`src/rtl/seg_pkg.sv`:
```
// Shared 7-segment definitions: active-low glyph patterns (G..A), digit codes
// and segment bit positions. Used by both the display driver and this decoder.
package seg_pkg;

  // Segment bit positions within a 7-bit segment bus
  localparam int SEG_A = 0;
  localparam int SEG_B = 1;
  localparam int SEG_C = 2;
  localparam int SEG_D = 3;
  localparam int SEG_E = 4;
  localparam int SEG_F = 5;
  localparam int SEG_G = 6;

  // Active-low glyph patterns, bit 6 = G ... bit 0 = A
  localparam logic [6:0] SEG_0     = 7'h40;
  localparam logic [6:0] SEG_1     = 7'h79;
  localparam logic [6:0] SEG_2     = 7'h24;
  localparam logic [6:0] SEG_3     = 7'h30;
  localparam logic [6:0] SEG_4     = 7'h19;
  localparam logic [6:0] SEG_5     = 7'h12;
  localparam logic [6:0] SEG_6     = 7'h02;
  localparam logic [6:0] SEG_7     = 7'h78;
  localparam logic [6:0] SEG_8     = 7'h00;
  localparam logic [6:0] SEG_9     = 7'h10;
  localparam logic [6:0] SEG_BLANK = 7'h7F;

  // Recovered digit codes for non-numeric patterns
  localparam logic [4:0] DIG_BLANK = 5'h1F;
  localparam logic [4:0] DIG_ERR   = 5'h1E;

endpackage

```
`src/rtl/seg_pattern_decode.sv`:
```
// Combinational segment-pattern to digit-code decoder. Unknown patterns map
// to DIG_ERR with err_o raised; blank maps to DIG_BLANK without error.
module seg_pattern_decode
  import seg_pkg::*;
(
  input  logic [6:0] seg_i,
  output logic [4:0] code_o,
  output logic       err_o
);

  // Glyph lookup; anything outside the table is flagged as an error
  always_comb begin
    code_o = DIG_ERR;
    err_o  = 1'b0;
    case (seg_i)
      SEG_0:     code_o = 5'd0;
      SEG_1:     code_o = 5'd1;
      SEG_2:     code_o = 5'd2;
      SEG_3:     code_o = 5'd3;
      SEG_4:     code_o = 5'd4;
      SEG_5:     code_o = 5'd5;
      SEG_6:     code_o = 5'd6;
      SEG_7:     code_o = 5'd7;
      SEG_8:     code_o = 5'd8;
      SEG_9:     code_o = 5'd9;
      SEG_BLANK: code_o = DIG_BLANK;
      default: begin
        code_o = DIG_ERR;
        err_o  = 1'b1;
      end
    endcase
  end

endmodule

```
`src/rtl/seg_scan_decoder.sv`:
```
// Snoops a multiplexed active-low 7-segment bus and recovers, per digit
// position, the digit code and decimal point once a pattern has been seen
// unchanged for STABLE_CYCLES consecutive samples.
module seg_scan_decoder
  import seg_pkg::*;
#(
  parameter int N_DIGITS      = 4,
  parameter int STABLE_CYCLES = 8
) (
  input  logic                  i_clk,
  input  logic                  i_rst,
  input  logic [6:0]            i_seg,
  input  logic                  i_decimal,
  input  logic [N_DIGITS-1:0]   i_an,
  output logic [5*N_DIGITS-1:0] o_digits,
  output logic [N_DIGITS-1:0]   o_dp,
  output logic                  o_valid,
  output logic [2:0]            o_index,
  output logic                  o_err
);

  typedef enum logic [1:0] {
    ST_IDLE  = 2'd0,
    ST_TRACK = 2'd1,
    ST_HOLD  = 2'd2
  } state_e;

  state_e                state_q;
  logic [7:0]            cnt_q;
  logic [N_DIGITS-1:0]   s_an_q,   prev_an_q;
  logic [6:0]            s_seg_q,  prev_seg_q;
  logic                  s_dec_q,  prev_dec_q;
  logic [5*N_DIGITS-1:0] digits_q, digits_d;
  logic [N_DIGITS-1:0]   dp_q,     dp_d;
  logic                  valid_q,  err_q;
  logic [2:0]            index_q;

  logic [3:0]            zeros_s;
  logic [2:0]            pos_s;
  logic                  s_valid_s;
  logic                  same_s;
  logic [7:0]            cnt_inc_s;
  logic                  commit_s;
  logic [4:0]            code_s;
  logic                  code_err_s;

  seg_pattern_decode u_decode (
    .seg_i  (s_seg_q),
    .code_o (code_s),
    .err_o  (code_err_s)
  );

  // Count low anodes in the sample; a single low anode names the position
  always_comb begin
    zeros_s = 4'd0;
    pos_s   = 3'd0;
    for (int k = 0; k < N_DIGITS; k++) begin
      if (!s_an_q[k]) begin
        zeros_s = zeros_s + 4'd1;
        pos_s   = 3'(k);
      end else begin
        zeros_s = zeros_s;
      end
    end
    s_valid_s = (zeros_s == 4'd1);
  end

  // Stability tracking: compare with previous sample, saturating count, commit
  always_comb begin
    same_s    = (s_an_q == prev_an_q) && (s_seg_q == prev_seg_q) && (s_dec_q == prev_dec_q);
    cnt_inc_s = (cnt_q == 8'hFF) ? cnt_q : (cnt_q + 8'd1);
    commit_s  = (state_q == ST_TRACK) && s_valid_s && same_s &&
                (cnt_inc_s == 8'(STABLE_CYCLES));
  end

  // Next committed digit/dp vectors: only the committed position changes
  always_comb begin
    digits_d = digits_q;
    dp_d     = dp_q;
    for (int k = 0; k < N_DIGITS; k++) begin
      if (commit_s && (pos_s == 3'(k))) begin
        digits_d[5*k +: 5] = code_s;
        dp_d[k]            = ~s_dec_q;
      end else begin
        digits_d[5*k +: 5] = digits_q[5*k +: 5];
        dp_d[k]            = dp_q[k];
      end
    end
  end

  // Input sample stage, stability FSM and registered outputs
  always_ff @(posedge i_clk) begin
    if (i_rst) begin
      s_an_q     <= {N_DIGITS{1'b1}};
      s_seg_q    <= SEG_BLANK;
      s_dec_q    <= 1'b1;
      prev_an_q  <= {N_DIGITS{1'b1}};
      prev_seg_q <= SEG_BLANK;
      prev_dec_q <= 1'b1;
      state_q    <= ST_IDLE;
      cnt_q      <= 8'd0;
      digits_q   <= {N_DIGITS{DIG_BLANK}};
      dp_q       <= {N_DIGITS{1'b0}};
      valid_q    <= 1'b0;
      err_q      <= 1'b0;
      index_q    <= 3'd0;
    end else begin
      s_an_q     <= i_an;
      s_seg_q    <= i_seg;
      s_dec_q    <= i_decimal;
      prev_an_q  <= s_an_q;
      prev_seg_q <= s_seg_q;
      prev_dec_q <= s_dec_q;
      digits_q   <= digits_d;
      dp_q       <= dp_d;
      valid_q    <= commit_s;
      err_q      <= commit_s & code_err_s;
      if (commit_s) begin
        index_q <= pos_s;
      end else begin
        index_q <= index_q;
      end
      case (state_q)
        ST_IDLE: begin
          if (s_valid_s) begin
            state_q <= ST_TRACK;
            cnt_q   <= 8'd1;
          end else begin
            cnt_q   <= 8'd0;
          end
        end
        ST_TRACK: begin
          if (!s_valid_s) begin
            state_q <= ST_IDLE;
            cnt_q   <= 8'd0;
          end else if (same_s) begin
            cnt_q <= cnt_inc_s;
            if (commit_s) begin
              state_q <= ST_HOLD;
            end else begin
              state_q <= ST_TRACK;
            end
          end else begin
            cnt_q <= 8'd1;
          end
        end
        ST_HOLD: begin
          if (!s_valid_s) begin
            state_q <= ST_IDLE;
            cnt_q   <= 8'd0;
          end else if (!same_s) begin
            state_q <= ST_TRACK;
            cnt_q   <= 8'd1;
          end else begin
            state_q <= ST_HOLD;
          end
        end
        default: begin
          state_q <= ST_IDLE;
          cnt_q   <= 8'd0;
        end
      endcase
    end
  end

  assign o_digits = digits_q;
  assign o_dp     = dp_q;
  assign o_valid  = valid_q;
  assign o_index  = index_q;
  assign o_err    = err_q;

endmodule

```
`config.mk`:
```
export PLATFORM = sky130hd
export DESIGN_NAME = seg_scan_decoder
export DESIGN_NICKNAME = d
export VERILOG_FILES = /design/src/rtl/seg_pkg.sv /design/src/rtl/seg_pattern_decode.sv /design/src/rtl/seg_scan_decoder.sv
export SDC_FILE = /design/constraint.sdc
export NUM_CORES = 1
export LEC_CHECK = 0
export ABC_AREA = 1
export ABC_CLOCK_PERIOD_IN_PS = 5700
export CORE_AREA = 4 4 84 86
export DETAILED_ROUTE_END_ITERATION = 8
export DIE_AREA = 0 0 88 90
export GPL_TIMING_DRIVEN = 1
export PLACE_DENSITY = 0.72
export SLEW_MARGIN = 20
export SYNTH_ARGS = -nofsm -noshare
export SYNTH_HDL_FRONTEND = slang
export SYNTH_HIERARCHICAL = 1
export SYNTH_SLANG_ARGS = --single-unit
```
`constraint.sdc`:
```
create_clock -name i_clk -period 5.7 [get_ports i_clk]
set_input_delay 0.855 -clock i_clk [delete_from_list [all_inputs] [get_ports i_clk]]
set_output_delay 0.855 -clock i_clk [all_outputs]
set_load 0.01 [all_outputs]
```
==> results of run 1 <==
-- layer usage --
layer,global-route usage,wire [um]
met4,0.0627,102
met2,0.300,3270
met3,0.0603,342
met5,0,0
met1,0.239,3240
-- final cells by class --
type	instances	area, sq um	area share
well taps	77	96.3	0.0258
repair buffers	42	418	0.112
clock buffers	10	138	0.0368
inverters	47	176	0.0472
clock inverters	6	85.1	0.0227
flip-flops and latches	62	1240	0.332
multi-input cells	315	1590	0.424
-- power by group through the flow --
stage | Clock, uW | Sequential, uW | Combinational [uW]
6_report | 429 | 454 | 80.4
5_1_grt | 461 | 455 | 92.1
4_1_cts | 435 | 454 | 80.3
3_5_place_dp | 0 | 464 | 79.9
3_3_place_gp | 0 | 464 | 79.2
2_1_floorplan | 0 | 460 | 61.0
-- worst max-delay path, delay by kind of cell, from the launching register on --
family | cells | cell delay (ns)
compound gates | 1 | 0.08
fa+ha+maj | 2 | 0.60
buf+inv | 3 | 0.23
flops | 1 | 0.37
simple gates | 11 | 1.57
-- cells in the final DEF, fill, tap and decap left out --
cell type          n
or2_2             17
a21oi_1           16
o21ai_2            1
nand4_1           17
xnor2_1            8
nand3_1           44
nor2_2             6
inv_2              7
inv_1             40
bufinv_16          2
ha_1               4
nor2_1            30
nand2_2            7
nand2_4            1
o21ai_0            9
clkinv_2           2
nor2_4             3
o211ai_1           1
nor3_1             1
clkinvlp_4         2
conb_1             1
nand3_4            3
nor2_8             1
nand2_1          138
dfxtp_1           62
clkbuf_8          10
buf_4              1
clkdlybuf4s50_1   41
nand3_2            3
o21ai_1            2
nor3b_1            1
and2_1             1
-- registers in the layout, indices dropped and copies added (netlist names) --
name	flops
o_digits	20
cnt_q	8
prev_seg_q	7
s_seg_q	7
o_dp	4
prev_an_q	4
s_an_q	4
o_index	2
state_q	2
o_err	1
o_valid	1
prev_dec_q	1
s_dec_q	1
-- kinds of logic after synthesis --
group                      after synthesis  share of synthesized area
adders and majority gates                4                     0.0163
buffers and inverters                   60                     0.0806
DFF                                     62                      0.404
xor gates and xnor gates                 8                     0.0228
and+or+nand+nor                        273                      0.426
AOI/OAI and AO/OA                       29                     0.0492
other                                    1                    0.00122
-- worst paths after layout --
kind	startpoint	end	slack (ns)	cells past startpoint
setup reg to reg	s_an_q[1]	state_q[0]	2.72	17
hold / removal	o_digits[4]	o_digits[4]	0.46	2
hold reg to reg	o_digits[4]	o_digits[4]	0.46	2
setup / recovery	s_an_q[1]	state_q[0]	2.72	17
-- metrics by stage --
stage                     setup slack [ns]  cell area, sq um
final                                 2.72              3740
after global routing                  2.33              3740
after CTS                             2.71              3740
after detailed placement              2.72              3520
after global placement                2.89              3520
after floorplan                       3.35              3080
==> flow_metrics.env, run 1 <==
export IMPL_cts_buffers_inserted=9
export IMPL_yosys_top_cells_area="dfxtp_1 40%, nand2_1 17%, nand3_1 7.2%"
export IMPL_initialDrtViolationCount=197
export IMPL_io_pins=43
export IMPL_dp_hpwl_um=5040
export IMPL_num_rows=29
export IMPL_crit_path_frequent_cell="nand2_1"
export IMPL_synth_nets=455
export IMPL_synth_largest_area_cell="dfxtp_1"
export IMPL_syn_area_sq_um=3080
export IMPL_pwr_share_seq=0.471
export IMPL_vdd_drop_max_uv=160
export IMPL_fin_setup_tns_ns=0
export IMPL_clkPwrFrac=0.445
export IMPL_final_core_util=0.596
export IMPL_p_sw_uw=232
export IMPL_num_fill_cells=592
export IMPL_cts_resized=0
export IMPL_cp_data_required_time_ns=5.92
export IMPL_swShare=0.241
export IMPL_rsz0062_at_grt="no"
export IMPL_outcome="completed"
export IMPL_routedWlPerCell_um=12.4
export IMPL_async_flop_share=0
export IMPL_antenna_found_initial=0
export IMPL_post_cts_setup_buffers=0
export IMPL_vias=2806
export IMPL_slew_headroom=0.351
export IMPL_slew_viol_final=0
export IMPL_clk_latency_ns=0.34
export IMPL_die_w_um=88
export IMPL_max_freq_mhz=336
export IMPL_grt_start_max_net_pins=33
export IMPL_hold_violations=0
export IMPL_hold_buffers=0
export IMPL_crit_arrival_ns=3.20
export IMPL_vias_per_cell=5.02
export IMPL_synth_cell_type_count=30
export IMPL_path_class="register to register"
export IMPL_cp_cell_sequence="inv_1 -> ha_1 -> inv_1 -> nand2_1 -> nand2_1 -> inv_1 -> ha_1 -> nor2_1 -> nand2_1 -> o21ai_1 -> nand3_1 -> nor2_4 -> nand3_1 -> nand2_1 -> nand2_1 -> nand2_1 -> nor2_1"
export IMPL_critPathMaxStageDelay_ns=0.56
export IMPL_leakagePower_uw=0.00177
export IMPL_yosysSeqAreaShare=0.404
export IMPL_p_int_uw=731
export IMPL_drt_pass1_iter_count=4
export IMPL_syn_to_final_growth_pct=21.6
export IMPL_fin_crit_sh=0.523
export IMPL_powerDensity_nw_per_um2=257
export IMPL_place_inst=543
export IMPL_cts_sinks=62
export IMPL_whs_ns=0.464
export IMPL_grt_pass1_wl_um=12000
export IMPL_htree_levels=3
export IMPL_n_antenna_cell=0
export IMPL_critical_path_max_fanout=24
export IMPL_root_buffer="clkbuf_8"
export IMPL_setup_viol=0
export IMPL_die_area_sq_um=7920
export IMPL_fin_skew_ns=0.00731
export IMPL_grtUsageTotal=0.189
export IMPL_fin_cells=559
export IMPL_core_area_sq_um=6280
export IMPL_yosys_warnings=6
export IMPL_clock_path_buffers=2
export IMPL_routed_wl_um=6960
export IMPL_avgSynthCellArea_sq_um=7.04
export IMPL_gp_congestion=0.845
export IMPL_grt_pass1_vias=2614
export IMPL_comb_power_share=0.083
export IMPL_synth_most_common_cell="nand2_1"
export IMPL_grt_overflow=0
export IMPL_syn_inst=437
export IMPL_worst_slew_pin_slew_ns=0.973
export IMPL_slowest_stage="nor2_4"
export IMPL_ys_ff_latch=62
export IMPL_dieHeight_um=90
export IMPL_synth_flop_cell="dfxtp_1"
export IMPL_portBuffers=41
export IMPL_end_kind="register"
export IMPL_synth_commonest_cells="138 x nand2_1, 62 x dfxtp_1, 44 x nand3_1"
export IMPL_start_util=0.490
export IMPL_cp_start_kind="register"
export IMPL_synth_top_area_frac=0.404
export IMPL_drive_gt1_frac=0.137
export IMPL_clk_pin_slew_ns=0.07
export IMPL_drc_errors=0
export IMPL_period_needed_ns=2.98
export IMPL_synth_edf_count=0
export IMPL_final_antenna_net_count=0
export IMPL_min_path_type="register to register"
export IMPL_tritoncts="done"
export IMPL_nets=495
export IMPL_finalPower_uw=963
export IMPL_drv_cap=0
No activity file was read; power rests on OpenSTA's default activity.
==> run 2, diff against run 1 <==
ABC_CLOCK_PERIOD_IN_PS = 3100   (was 5700)
clock period = 3.1 ns   (was 5.7 ns; I/O delays follow)
==> run 2 against run 1 <==
Against the previous run: total power grew 65%; via count decreased by 0.29%; hold slack hardly changed; count of clock-buffer cells in the layout up 2; critical path depth shrank 1; combinational power is 84% higher; register-to-register slack got worse by 2.3 ns; largest cell class unchanged.
==> flow_metrics.env, run 2 (synthesis gave the netlist of run 1 again) <==
export IMPL_fin_cells=561
export IMPL_grt_overflow=0
export IMPL_stdcell_area_sq_um=3700
export IMPL_drive_gt1_frac=0.136
export IMPL_n_antenna_cell=0
export IMPL_cp_start_kind="register"
export IMPL_final_antenna_net_count=0
export IMPL_routed_wl_um=6710
export IMPL_place_inst=545
export IMPL_min_delay_start="o_digits[4]"
export IMPL_syn_to_final_growth_pct=20.3
export IMPL_dp_hpwl_um=5040
export IMPL_vias=2798
export IMPL_fin_skew_ns=0.00559
export IMPL_worst_slew_pin_slew_ns=0.577
export IMPL_post_cts_setup_buffers=0
export IMPL_grt_start_max_net_pins=32
export IMPL_end_kind="register"
export IMPL_fin_setup_tns_ns=0
export IMPL_cp_data_required_time_ns=3.31
export IMPL_hold_buffers=0
export IMPL_start_util=0.490
export IMPL_io_pins=43
export IMPL_fin_crit_sh=0.863
export IMPL_path_class="register to register"
export IMPL_nets=497
export IMPL_vdd_drop_max_uv=277
export IMPL_clock_path_buffers=2
export IMPL_final_common_cell="nand2_1"
export IMPL_crit_arrival_ns=2.88
export IMPL_htree_levels=3
export IMPL_clk_latency_ns=0.33
export IMPL_cts_sinks=62
export IMPL_gp_congestion=0.820
export IMPL_initialDrtViolationCount=128
export IMPL_period_needed_ns=2.68
export IMPL_min_path_type="register to register"
export IMPL_largest_reg_flops=20
export IMPL_vias_per_cell=4.99
export IMPL_dieHeight_um=90
export IMPL_clk_pin_slew_ns=0.07
export IMPL_grtUsageTotal=0.187
export IMPL_portBuffers=41
export IMPL_slew_headroom=0.614
export IMPL_outcome="completed"
export IMPL_root_buffer="clkbuf_8"
export IMPL_setup_viol=0
export IMPL_cts_resized=0
export IMPL_cts_buffers_inserted=9
export IMPL_antenna_found_initial=0
export IMPL_routed_top_layer="met4"
export IMPL_powerDensity_nw_per_um2=429
export IMPL_core_area_sq_um=6280
export IMPL_whs_ns=0.465
export IMPL_drv_cap=0
export IMPL_r2r_cells=16
export IMPL_critical_path_max_fanout=23
export IMPL_hold_violations=0
export IMPL_tritoncts="done"
export IMPL_final_cell_mix="138 x nand2_1, 62 x dfxtp_1, 44 x nand3_1"
export IMPL_leakagePower_uw=0.00176
export IMPL_crit_reg2reg_launch="s_an_q[1]"
export IMPL_num_rows=29
export IMPL_grt_pass1_wl_um=11900
export IMPL_wl_met3_um=262
export IMPL_drt_pass1_iter_count=4
export IMPL_drc_errors=0
export IMPL_slew_viol_final=0
export IMPL_hold_depth=2
export IMPL_r2r_end="o_dp[0]"
export IMPL_r2r_slack_ns=0.42
export IMPL_routedWlPerCell_um=12.0
export IMPL_die_w_um=88
export IMPL_place_area_sq_um=3530
export IMPL_die_area_sq_um=7920
export IMPL_grt_pass1_vias=2597
export IMPL_rsz0062_at_grt="no"
export IMPL_hold_end="o_digits[4]"
export IMPL_max_freq_mhz=374
export IMPL_wl_met2_um=3300
export IMPL_m1WireLength_um=3030
export IMPL_finalPower_uw=1590
[run 2: power breakdown]
part	internal, uW	switching, uW
combinational	59.3	88.7
clock	308	297
sequential	815	19.4
total	1180	405
[run 2: worst max-delay path by stage]
stage | start | end | slack [ns] | depth (start not counted)
finish | s_an_q[1] | o_dp[0] | 0.42 | 16
floorplan | s_an_q[1] | o_dp[0] | 0.75 | 16
global placement | s_an_q[1] | o_digits[2] | 0.54 | 16
global route | s_an_q[1] | o_digits[5] | 0.19 | 17
detailed placement | s_an_q[1] | o_dp[0] | 0.45 | 16
CTS | s_an_q[1] | o_dp[0] | 0.44 | 16
[run 2: metal layers]
layer | vias to the layer above | track usage
met5 | - | 0
met4 | 0 | 0.0678
met3 | 11 | 0.0484
met2 | 47 | 0.298
met1 | 1266 | 0.240
li1 | 1474 | -
[run 2: cell type report]
cell class / count / area, sq um
flip-flops and latches: 62 / 1240
fillers: 583 / 2580
clock buffers: 12 / 145
inverters: 47 / 176
repair buffers: 44 / 433
multi-input cells: 315 / 1590
clock inverters: 4 / 22.5
well taps: 77 / 96.3
[run 2: metrics by stage]
stage | worst slack (ns) | util
floorplan | 0.751 | -
global placement | 0.538 | 0.563
detailed placement | 0.451 | 0.563
CTS | 0.444 | 0.590
global route | 0.193 | 0.590
finish | 0.424 | 0.590
[run 2: worst max-delay path, cell delays in order, from the launching register on]
cell	delay, ns
dfxtp_1	0.36
inv_1	0.11
ha_1	0.33
inv_1	0.07
nand2_1	0.04
nand2_1	0.11
inv_1	0.05
ha_1	0.28
nor2_1	0.09
nand2_1	0.06
o21ai_1	0.09
nand3_1	0.15
nor2_4	0.14
buf_4	0.30
nand3_2	0.20
nand2_1	0.11
a21oi_1	0.06
==> run 3, diff against run 2 <==
GPL_TIMING_DRIVEN = 0   (was 1)
SETUP_SLACK_MARGIN = 0.05   (was not set)
==> run 3 against run 2 <==
Against the previous run: sequential power barely moved; core utilization rose by 1.6 points; hold slack improved by 0.0033 ns; sequential cell count did not move; critical endpoint unchanged; highest routed layer unchanged.
==> flow_metrics.env, run 3 (synthesis gave the netlist of run 1 again) <==
export IMPL_outcome="completed"
export IMPL_final_common_cell="nand2_1"
export IMPL_num_rows=29
export IMPL_post_cts_setup_buffers=0
export IMPL_grtUsageTotal=0.192
export IMPL_htree_levels=3
export IMPL_fin_crit_sh=0.875
export IMPL_routed_wl_um=7030
export IMPL_grt_pass1_vias=2719
export IMPL_drive_gt1_frac=0.142
export IMPL_cp_start_kind="register"
export IMPL_fin_cells=571
export IMPL_largest_reg_flops=20
export IMPL_routedWlPerCell_um=12.3
export IMPL_clock_path_buffers=2
export IMPL_final_antenna_net_count=0
export IMPL_period_needed_ns=2.71
export IMPL_r2r_cells=16
export IMPL_drc_errors=0
export IMPL_cts_resized=0
export IMPL_die_w_um=88
export IMPL_n_antenna_cell=0
export IMPL_critical_path_max_fanout=10
export IMPL_clk_pin_slew_ns=0.07
export IMPL_slew_viol_final=0
export IMPL_whs_ns=0.468
export IMPL_hold_depth=2
export IMPL_dp_hpwl_um=5390
export IMPL_vias=2861
export IMPL_clk_latency_ns=0.34
export IMPL_final_cell_mix="138 x nand2_1, 62 x dfxtp_1, 43 x nand3_1"
export IMPL_initialDrtViolationCount=161
export IMPL_gp_congestion=0.843
export IMPL_min_path_type="register to register"
export IMPL_grt_overflow=0
export IMPL_hold_end="o_digits[4]"
export IMPL_end_kind="register"
export IMPL_nets=507
export IMPL_io_pins=43
export IMPL_place_inst=555
export IMPL_min_delay_start="o_digits[4]"
export IMPL_final_core_util=0.606
export IMPL_tritoncts="done"
export IMPL_core_area_sq_um=6280
export IMPL_root_buffer="clkbuf_8"
export IMPL_cp_data_required_time_ns=3.31
export IMPL_grt_pass1_wl_um=12200
export IMPL_crit_reg2reg_launch="s_an_q[1]"
export IMPL_cts_buffers_inserted=9
export IMPL_hold_violations=0
export IMPL_dieHeight_um=90
export IMPL_grt_start_max_net_pins=11
export IMPL_r2r_end="o_dp[0]"
export IMPL_r2r_slack_ns=0.39
export IMPL_path_class="register to register"
export IMPL_drt_pass1_iter_count=4
export IMPL_worst_slew_pin_slew_ns=0.544
export IMPL_leakagePower_uw=0.00180
export IMPL_vdd_drop_max_uv=358
export IMPL_cts_sinks=62
export IMPL_fin_skew_ns=0.00632
export IMPL_syn_to_final_growth_pct=23.6
export IMPL_slew_headroom=0.636
export IMPL_rsz0062_at_grt="no"
export IMPL_vias_per_cell=5.01
export IMPL_crit_arrival_ns=2.92
export IMPL_portBuffers=41
export IMPL_max_freq_mhz=369
export IMPL_drv_cap=0
export IMPL_start_util=0.490
export IMPL_hold_buffers=0
export IMPL_die_area_sq_um=7920
export IMPL_fin_setup_tns_ns=0
export IMPL_crit_start="s_an_q[1]"
export IMPL_powerDensity_nw_per_um2=464
export IMPL_antenna_found_initial=0
export IMPL_setup_viol=0
==> run 3: cell count changes in the layout (fill, tap and decap cells not counted), sizes merged <==
cell	delta
clkbuf	+7
clkinvlp	-1
buf	+3
bufinv	+2
clkinv	-1
==> run 3: per-layer routing <==
layer  vias to the layer above  wire length, um  GRT usage
li1                       1495                -          -
met1                      1298             3230      0.241
met2                        59             3370      0.314
met3                         9              324     0.0539
met4                         0               96     0.0588
met5                         -                0          0
==> run 3: worst max-delay path, cell delays in order, from the launching register on <==
cell	delay, ns
dfxtp_1	0.37
inv_1	0.13
ha_1	0.33
inv_1	0.06
nand2_1	0.04
nand2_1	0.10
inv_1	0.05
ha_1	0.29
nor2_1	0.08
nand2_1	0.05
o21ai_1	0.08
nand3_1	0.14
nor2_4	0.32
buf_6	0.19
nand3_2	0.15
nand2_1	0.11
a21oi_1	0.06
==> run 3: layout make-up <==
cell class              instances  area [sq um]
fillers                       592          2470
flip-flops and latches         62          1240
clock inverters                 4          70.1
multi-input cells             315          1590
clock buffers                  12           145
repair buffers                 41           410
well taps                      77          96.3
inverters                      47           176
plain buffers                  13          71.3
==> run 3: power breakdown <==
| part | switching [uW] | internal [uW] |
|---|---|---|
| clock | 302 | 473 |
| sequential | 16.9 | 815 |
| combinational | 94.4 | 62.3 |
==> run 3: metrics by stage <==
| stage | area (sq um) | power, uW | worst slack (ns) |
|---|---|---|---|
| global route | 3800 | 1830 | 0.119 |
| detailed placement | 3580 | 1010 | 0.342 |
| floorplan | 3080 | 957 | 0.751 |
| finish | 3800 | 1760 | 0.387 |
| CTS | 3800 | 1780 | 0.330 |
| global placement | 3580 | 1000 | 0.432 |
==> run 3: worst max-delay path by stage <==
stage	depth (start not counted)	slack, ns	to
after CTS	17	0.33	state_q[0]
final	16	0.39	o_dp[0]
after global routing	16	0.12	o_digits[3]
after global placement	17	0.43	state_q[0]
after detailed placement	17	0.34	state_q[0]
after floorplan	16	0.75	o_dp[0]
